**src/rtl/pc_sequencer.sv**
```systemverilog
// Program-counter register and run/stall/halt control FSM that feeds an external incN incrementer.
// Define PC_WRAP_HALT_EN to halt on an advance from all-ones instead of wrapping to zero.
module pc_sequencer #(
  parameter int              N          = 8,
  parameter logic [N-1:0]    RESET_ADDR = '0
) (
  input  logic         clk,
  input  logic         rst,
  input  logic         start,
  input  logic         halt_req,
  input  logic         stall,
  input  logic         ld_en,
  input  logic [N-1:0] ld_addr,
  input  logic [N-1:0] inc_i,
  input  logic         pc_ready,
  output logic [N-1:0] pc_o,
  output logic         pc_valid,
  output logic         halted,
  output logic         wrap_o
);

  typedef enum logic [1:0] {
    IDLE  = 2'd0,
    RUN   = 2'd1,
    STALL = 2'd2,
    HALT  = 2'd3
  } state_e;

  state_e       state_q, state_d;
  logic [N-1:0] pc_q, pc_d;
  logic         wrap_q, wrap_d;

  always_comb begin
    // NOTE: every combinational output gets a default first so no path can infer a latch.
    state_d = state_q;
    pc_d    = pc_q;
    wrap_d  = 1'b0;

    case (state_q)
      IDLE: begin
        if (halt_req) begin
          state_d = HALT;
        end else begin
          if (ld_en) pc_d = ld_addr;
          if (start) state_d = RUN;
        end
      end

      RUN, STALL: begin
        if (halt_req) begin
          state_d = HALT;
        end else if (ld_en) begin
          // A load drops any un-accepted PC; the state still follows stall.
          pc_d    = ld_addr;
          state_d = stall ? STALL : RUN;
        end else if (stall) begin
          state_d = STALL;
        end else if (state_q == RUN && pc_ready) begin
          if (pc_q == {N{1'b1}}) begin
            wrap_d = 1'b1;
`ifdef PC_WRAP_HALT_EN
            state_d = HALT;
`else
            pc_d = inc_i;
`endif
          end else begin
            pc_d = inc_i;
          end
        end else begin
          state_d = RUN;
        end
      end

      HALT: begin
        state_d = HALT;
      end

      default: begin
        state_d = IDLE;
      end
    endcase
  end

  // NOTE: sequential state uses non-blocking assignments; rst is synchronous and overrides every input.
  always_ff @(posedge clk) begin
    if (rst) begin
      state_q <= IDLE;
      pc_q    <= RESET_ADDR;
      wrap_q  <= 1'b0;
    end else begin
      state_q <= state_d;
      pc_q    <= pc_d;
      wrap_q  <= wrap_d;
    end
  end

  assign pc_o     = pc_q;
  assign pc_valid = (state_q == RUN);
  assign halted   = (state_q == HALT);
  assign wrap_o   = wrap_q;

endmodule

```
**config.mk**
```make
export PLATFORM = sky130hd
export DESIGN_NAME = pc_sequencer
export DESIGN_NICKNAME = d
export VERILOG_FILES = /design/src/rtl/pc_sequencer.sv
export SDC_FILE = /design/constraint.sdc
export NUM_CORES = 1
export LEC_CHECK = 0
export CAP_MARGIN = 20
export CORE_UTILIZATION = 37
export CTS_CLUSTER_DIAMETER = 60
export DETAILED_ROUTE_END_ITERATION = 16
export HOLD_SLACK_MARGIN = 0.05
export PLACE_DENSITY_LB_ADDON = 0.2
export REMOVE_ABC_BUFFERS = 1
export SYNTH_ARGS = -nofsm -noshare
export SYNTH_HDL_FRONTEND = slang
export SYNTH_SLANG_ARGS = --single-unit
```
**constraint.sdc**
```tcl
create_clock -name clk -period 1.85 [get_ports clk]
set_input_delay 0.185 -clock clk [delete_from_list [all_inputs] [get_ports clk]]
set_output_delay 0.185 -clock clk [all_outputs]
set_load 0.02 [all_outputs]
```
Word level (Yosys, flattened, before mapping)
Cells that the tools add are included.
Widths: inputs -> output; s select.
{"block": "word_totals", "in_bits": 23, "word_cells": 39, "output_inout_bits": 11, "register_bits": 11}
{"block": "op_classes", "n_eq_ne": 11, "reduce_logical": 7, "n_bitwise": 2, "mux": 16}
{"op": "$mux 8", "n": 6}
{"op": "$pmux 8 s2", "n": 1}
{"op": "$mux 2", "n": 7}
{"op": "$ne 3x3->1 const B", "n": 3}
{"op": "$eq 8x8->1 const B", "n": 1}
{"op": "$ne 2x2->1 const B", "n": 3}
{"op": "$pmux 2 s3", "n": 1}
{"op": "$reduce_and 6->1", "n": 1}
{"op": "$reduce_or 6->1", "n": 1}
{"op": "$ne 5x5->1 const B", "n": 1}
{"op": "$eq 2x2->1 const B", "n": 2}
{"op": "$eq 2x1->1 const B", "n": 1}
{"op": "$logic_not 2->1", "n": 1}
{"op": "$not 1->1", "n": 2}
{"op": "$reduce_and 2->1", "n": 1}
{"op": "$reduce_bool 2->1", "n": 1}
{"op": "$reduce_or 2->1", "n": 1}
{"op": "$logic_and 1x1->1", "n": 1}
{"op": "$mux 1", "n": 1}

Longest topological paths before layout
{"block": "depth", "ltp_word": 7, "mapped_depth": 7, "depth_no_buf": 6}

Worst setup path before layout
No wires, ideal clock.
{"block": "synth_timing", "path_type": "register to register", "startpoint": "register state_q[1]", "endpoint": "register pc_q[1], in the netlist pc_o[1]", "required_ns": 1.771, "synth_period_minus_slack_ns": 1.627, "setup_slack_ns": 0.223, "arrival_time_ns": 1.547, "path_stages_with_launch": 8, "setup_ns": 0.079, "n_path_buf": 1, "path_cell_list": "dfxtp_1 inv_1 ha_1 nor4bb_1 o221a_2 buf_8 nor2_1 a211oi_2"}
{"block": "synth_via", "elab_chain_cells": 4, "elab_cells_between_ends": 13, "classes_between": "eq/ne: 7; mux: 1; reduce/logical: 5"}
{"element": "from (decl)", "line": "29", "source": "state_e state_q, state_d;"}
{"element": "from (signal assigned)", "line": "91", "source": "state_q <= state_d;"}
{"element": "$eq 2x1->1 (*)"}
{"element": "via pc_valid", "line": "17", "source": "output logic pc_valid,"}
{"element": "$reduce_or 2->1 or $logic_and 1x1->1 (tied branches)", "line": "39, 58"}
{"element": "$ne 3x3->1 (no source line) (tied with other cells)"}
{"element": "$reduce_and 6->1 (no source line)"}
{"element": "to (signal assigned)", "line": "92", "source": "pc_q <= pc_d;"}
{"element": "to (decl)", "line": "30", "source": "logic [N-1:0] pc_q, pc_d;"}
The timed path passes the listed nets; every way through them passes the cells marked *.
A chain may end at the register's enable or synchronous reset.

Worst setup path in the final report
{"block": "layout_timing", "startpoint": "register state_q[0]", "endpoint": "output port halted"}
{"block": "layout_via", "elab_chain_cells": 1}
{"element": "$eq 2x2->1", "line": "99", "source": "assign halted = (state_q == HALT);"}
{"element": "to (decl)", "line": "18", "source": "output logic halted,"}
No other way between the ends.

==> reports/results.tsv <==
metric	value	unit
library cell with the largest summed area after synthesis	dfxtp_1	
synthesized instance count	67	
warnings from Yosys	0	
Setup crit end	halted	
worst min path class	reg2reg	
aggregate global-route resource usage	16.67	%
area share of the largest cell type after synthesis	34.92	%
sequential area share after synthesis	34.92	%
endpoint required time on the critical path	1.66	ns
worst setup slack for register-to-register paths	0.16	ns
ant diodes	0	
routed via count	611	
placement-stage cell area	965.9	um^2
crit-path max FO	4	
num ports	34	
share of flip-flops with an asynchronous set or reset	0	%
type of destination of the critical path	primary output	
top achievable clock speed	588.4	MHz
count of standard-cell rows	14	
nets	132	
final core utilization	66.07	%
DRC violations left	0	
skew final	0.001639	ns
Tightest Pin Transition	0.3655	ns
CP arrival	1.51	ns
RR Startpoint	state_q[0]	
final count of negative-setup-slack endpoints	0	
most instantiated cells after synthesis	11 x dfxtp_1, 11 x nor2_1, 8 x mux2i_1	
Total Wirelength	1457	um
critical setup path kind	reg2out	
gr ovfl total	0	
vias per cell	5.092	
CTS tree	yes	
clock latency reported for the late side of the worst-skew pair	0.27	ns
end of the worst register-to-register path	pc_o[5]	
number of buffer cells added on primary ports	33	
RSZ-0062 raised after global routing	false	
vias in the first global route	528	
final cell count without fillers	120	
number of buffers created by CTS	3	
top area cells in the synthesized netlist	dfxtp_1 35%, mux2i_1 13%, ha_1 7.9%	
growth of design area from synthesis to finish	61.51	%
number of different library cells in the post-synthesis netlist	25	
effective utilization at floorplan	40.91	%
Static Leak	0.4139	nW
cell area after layout	0.001018	mm^2
count of maximum capacitance violations	0	
number of cell instances on the worst register-to-register path	7	
post-route fraction of the period consumed by the critical path	91.87	%
VDD IR-drop max	0.6166	mV
Initial DRC Count	12	
clock transition at the register clock pins on the worst setup and hold paths after CTS	0.07	ns
number of H-tree levels	1	
die span in y	43.29	um
hold-fix buffers at CTS	0	
EDFF count, synth	0	
half-perimeter wire length after placement	1112	um
Fillers	133	
area of the core	0.001541	mm^2
die span in x	43.29	um
final critical-path required period	1.700	ns
max-slew headroom at the worst pin	75.33	%
RD Place Congestion	0.7829	
Post-Synthesis Cell Area	630.6	um^2
cell count after placement	115	
prevailing post-synth register cell	dfxtp_1	
Setup Slack @ Placement	0.1046	ns
number of clock sinks	11	
global-route wire length before repair	2290	um
routed wire length per instance	12.14	um
layout cells sized above 1	11.54	%
1st-pass router iterations	4	
total of flip-flops plus latches after synthesis	11	
Clk Tree Root Cell	clkbuf_4	
Die Outline Area	0.001874	mm^2
Final ANT Viol Nets	0	
endpoints failing hold	0	
mean instance size in the synthesized netlist	9.412	um^2
launch point of the worst path	state_q[0]	
initial antenna violation count	0	
outcome	completed	
clock tree buffer depth	2	
post-layout worst setup margin	0.1505	ns
total power divided by cell area	945.5	mW/mm^2
final sum of negative setup slack	0	ns
pin count of the biggest net entering global routing	17	
CP Launch Type	flip-flop	
final number of max-transition violations	0	
-- stage by stage --
stage | total power, mW | hold slack (ns)
global route | 1.029 | 0.5107
CTS | 0.9489 | 0.4842
detailed placement | 0.7806 | 0.4752
floorplan | 0.5912 | 0.2496
global placement | 0.7706 | 0.4657
finish | 0.9629 | 0.4904
-- state kept, by name (all words and copies together) (netlist names) --
| signal | flops |
|---|---|
| pc_o | 8 |
| state_q | 2 |
| wrap_o | 1 |
-- worst max-delay path, stage by stage (launching register included) --
cell and delay (ns):
dfxtp_1 0.39, ha_1 0.23, clkdlybuf4s50_1 0.62
-- power breakdown --
| group | internal [mW] | total, mW | switching, mW |
|---|---|---|---|
| clock | 0.0837 | 0.164 | 0.0805 |
| combinational | 0.250 | 0.481 | 0.232 |
| sequential | 0.281 | 0.317 | 0.0362 |
| total | 0.614 | 0.963 | 0.348 |
-- worst min path at each step --
| stage | cells past startpoint | to | start |
|---|---|---|---|
| 2_1_floorplan | 1 | pc_o[1] | rst |
| 3_3_place_gp | 2 | wrap_o | pc_o[2] |
| 3_5_place_dp | 2 | wrap_o | pc_o[2] |
| 4_1_cts | 2 | wrap_o | pc_o[2] |
| 5_1_grt | 2 | wrap_o | pc_o[2] |
| 6_report | 2 | wrap_o | pc_o[3] |
-- cells in the final DEF (no fill, tap or decap) --
master,instances
ha_1,4
o311ai_0,1
or3_1,1
nand4b_1,1
clkdlybuf4s50_1,33
dfxtp_1,11
a311oi_1,1
nand2_1,2
o221a_2,1
clkbuf_4,3
or3b_2,1
buf_12,1
a211oi_2,2
clkbuf_1,1
or2_2,1
nand3_1,1
o21ai_0,2
buf_4,2
nor4_1,1
nand2b_1,2
nor4bb_2,1
a21oi_1,1
nor2_1,11
mux2i_1,8
inv_1,4
a211oi_1,6
o31a_1,1
-- metal layers --
layer	up-vias	wire [um]	GRT usage [%]
met5	-	0	0
met4	0	18	5.455
met3	2	115	6.383
met2	28	612	22.99
met1	260	711	23.62
li1	321	-	-
-- layout make-up --
| class | instances | area [um^2] | share of cell area, % |
|---|---|---|---|
| Multi-Input combinational cell | 49 | 371.6 | 36.49 |
| Sequential cell | 11 | 220.2 | 21.62 |
| Clock buffer | 4 | 26.28 | 2.580 |
| Tap cell | 16 | 20.02 | 1.966 |
| Inverter | 4 | 15.01 | 1.474 |
| Timing Repair Buffer | 36 | 365.4 | 35.87 |
-- timing repair --
| item | 4_1_cts | 5_1_grt |
|---|---|---|
| endpoints found under the setup margin | 0 | 8 |
| gates resized for setup | 0 | 1 |
| buffers inserted | 0 | 1 |
-- kinds of logic after synthesis --
group                    count (synthesis)  synth area share, %
AO/OA/AOI/OAI                           15                19.44
adder cells (fa/ha/maj)                  4                7.937
buffers and inverters                    7                7.141
flip-flops                              11                34.92
multiplexers                             8                12.70
AND/OR/NAND/NOR                         22                17.86
No activity file was read; power rests on OpenSTA's default activity.
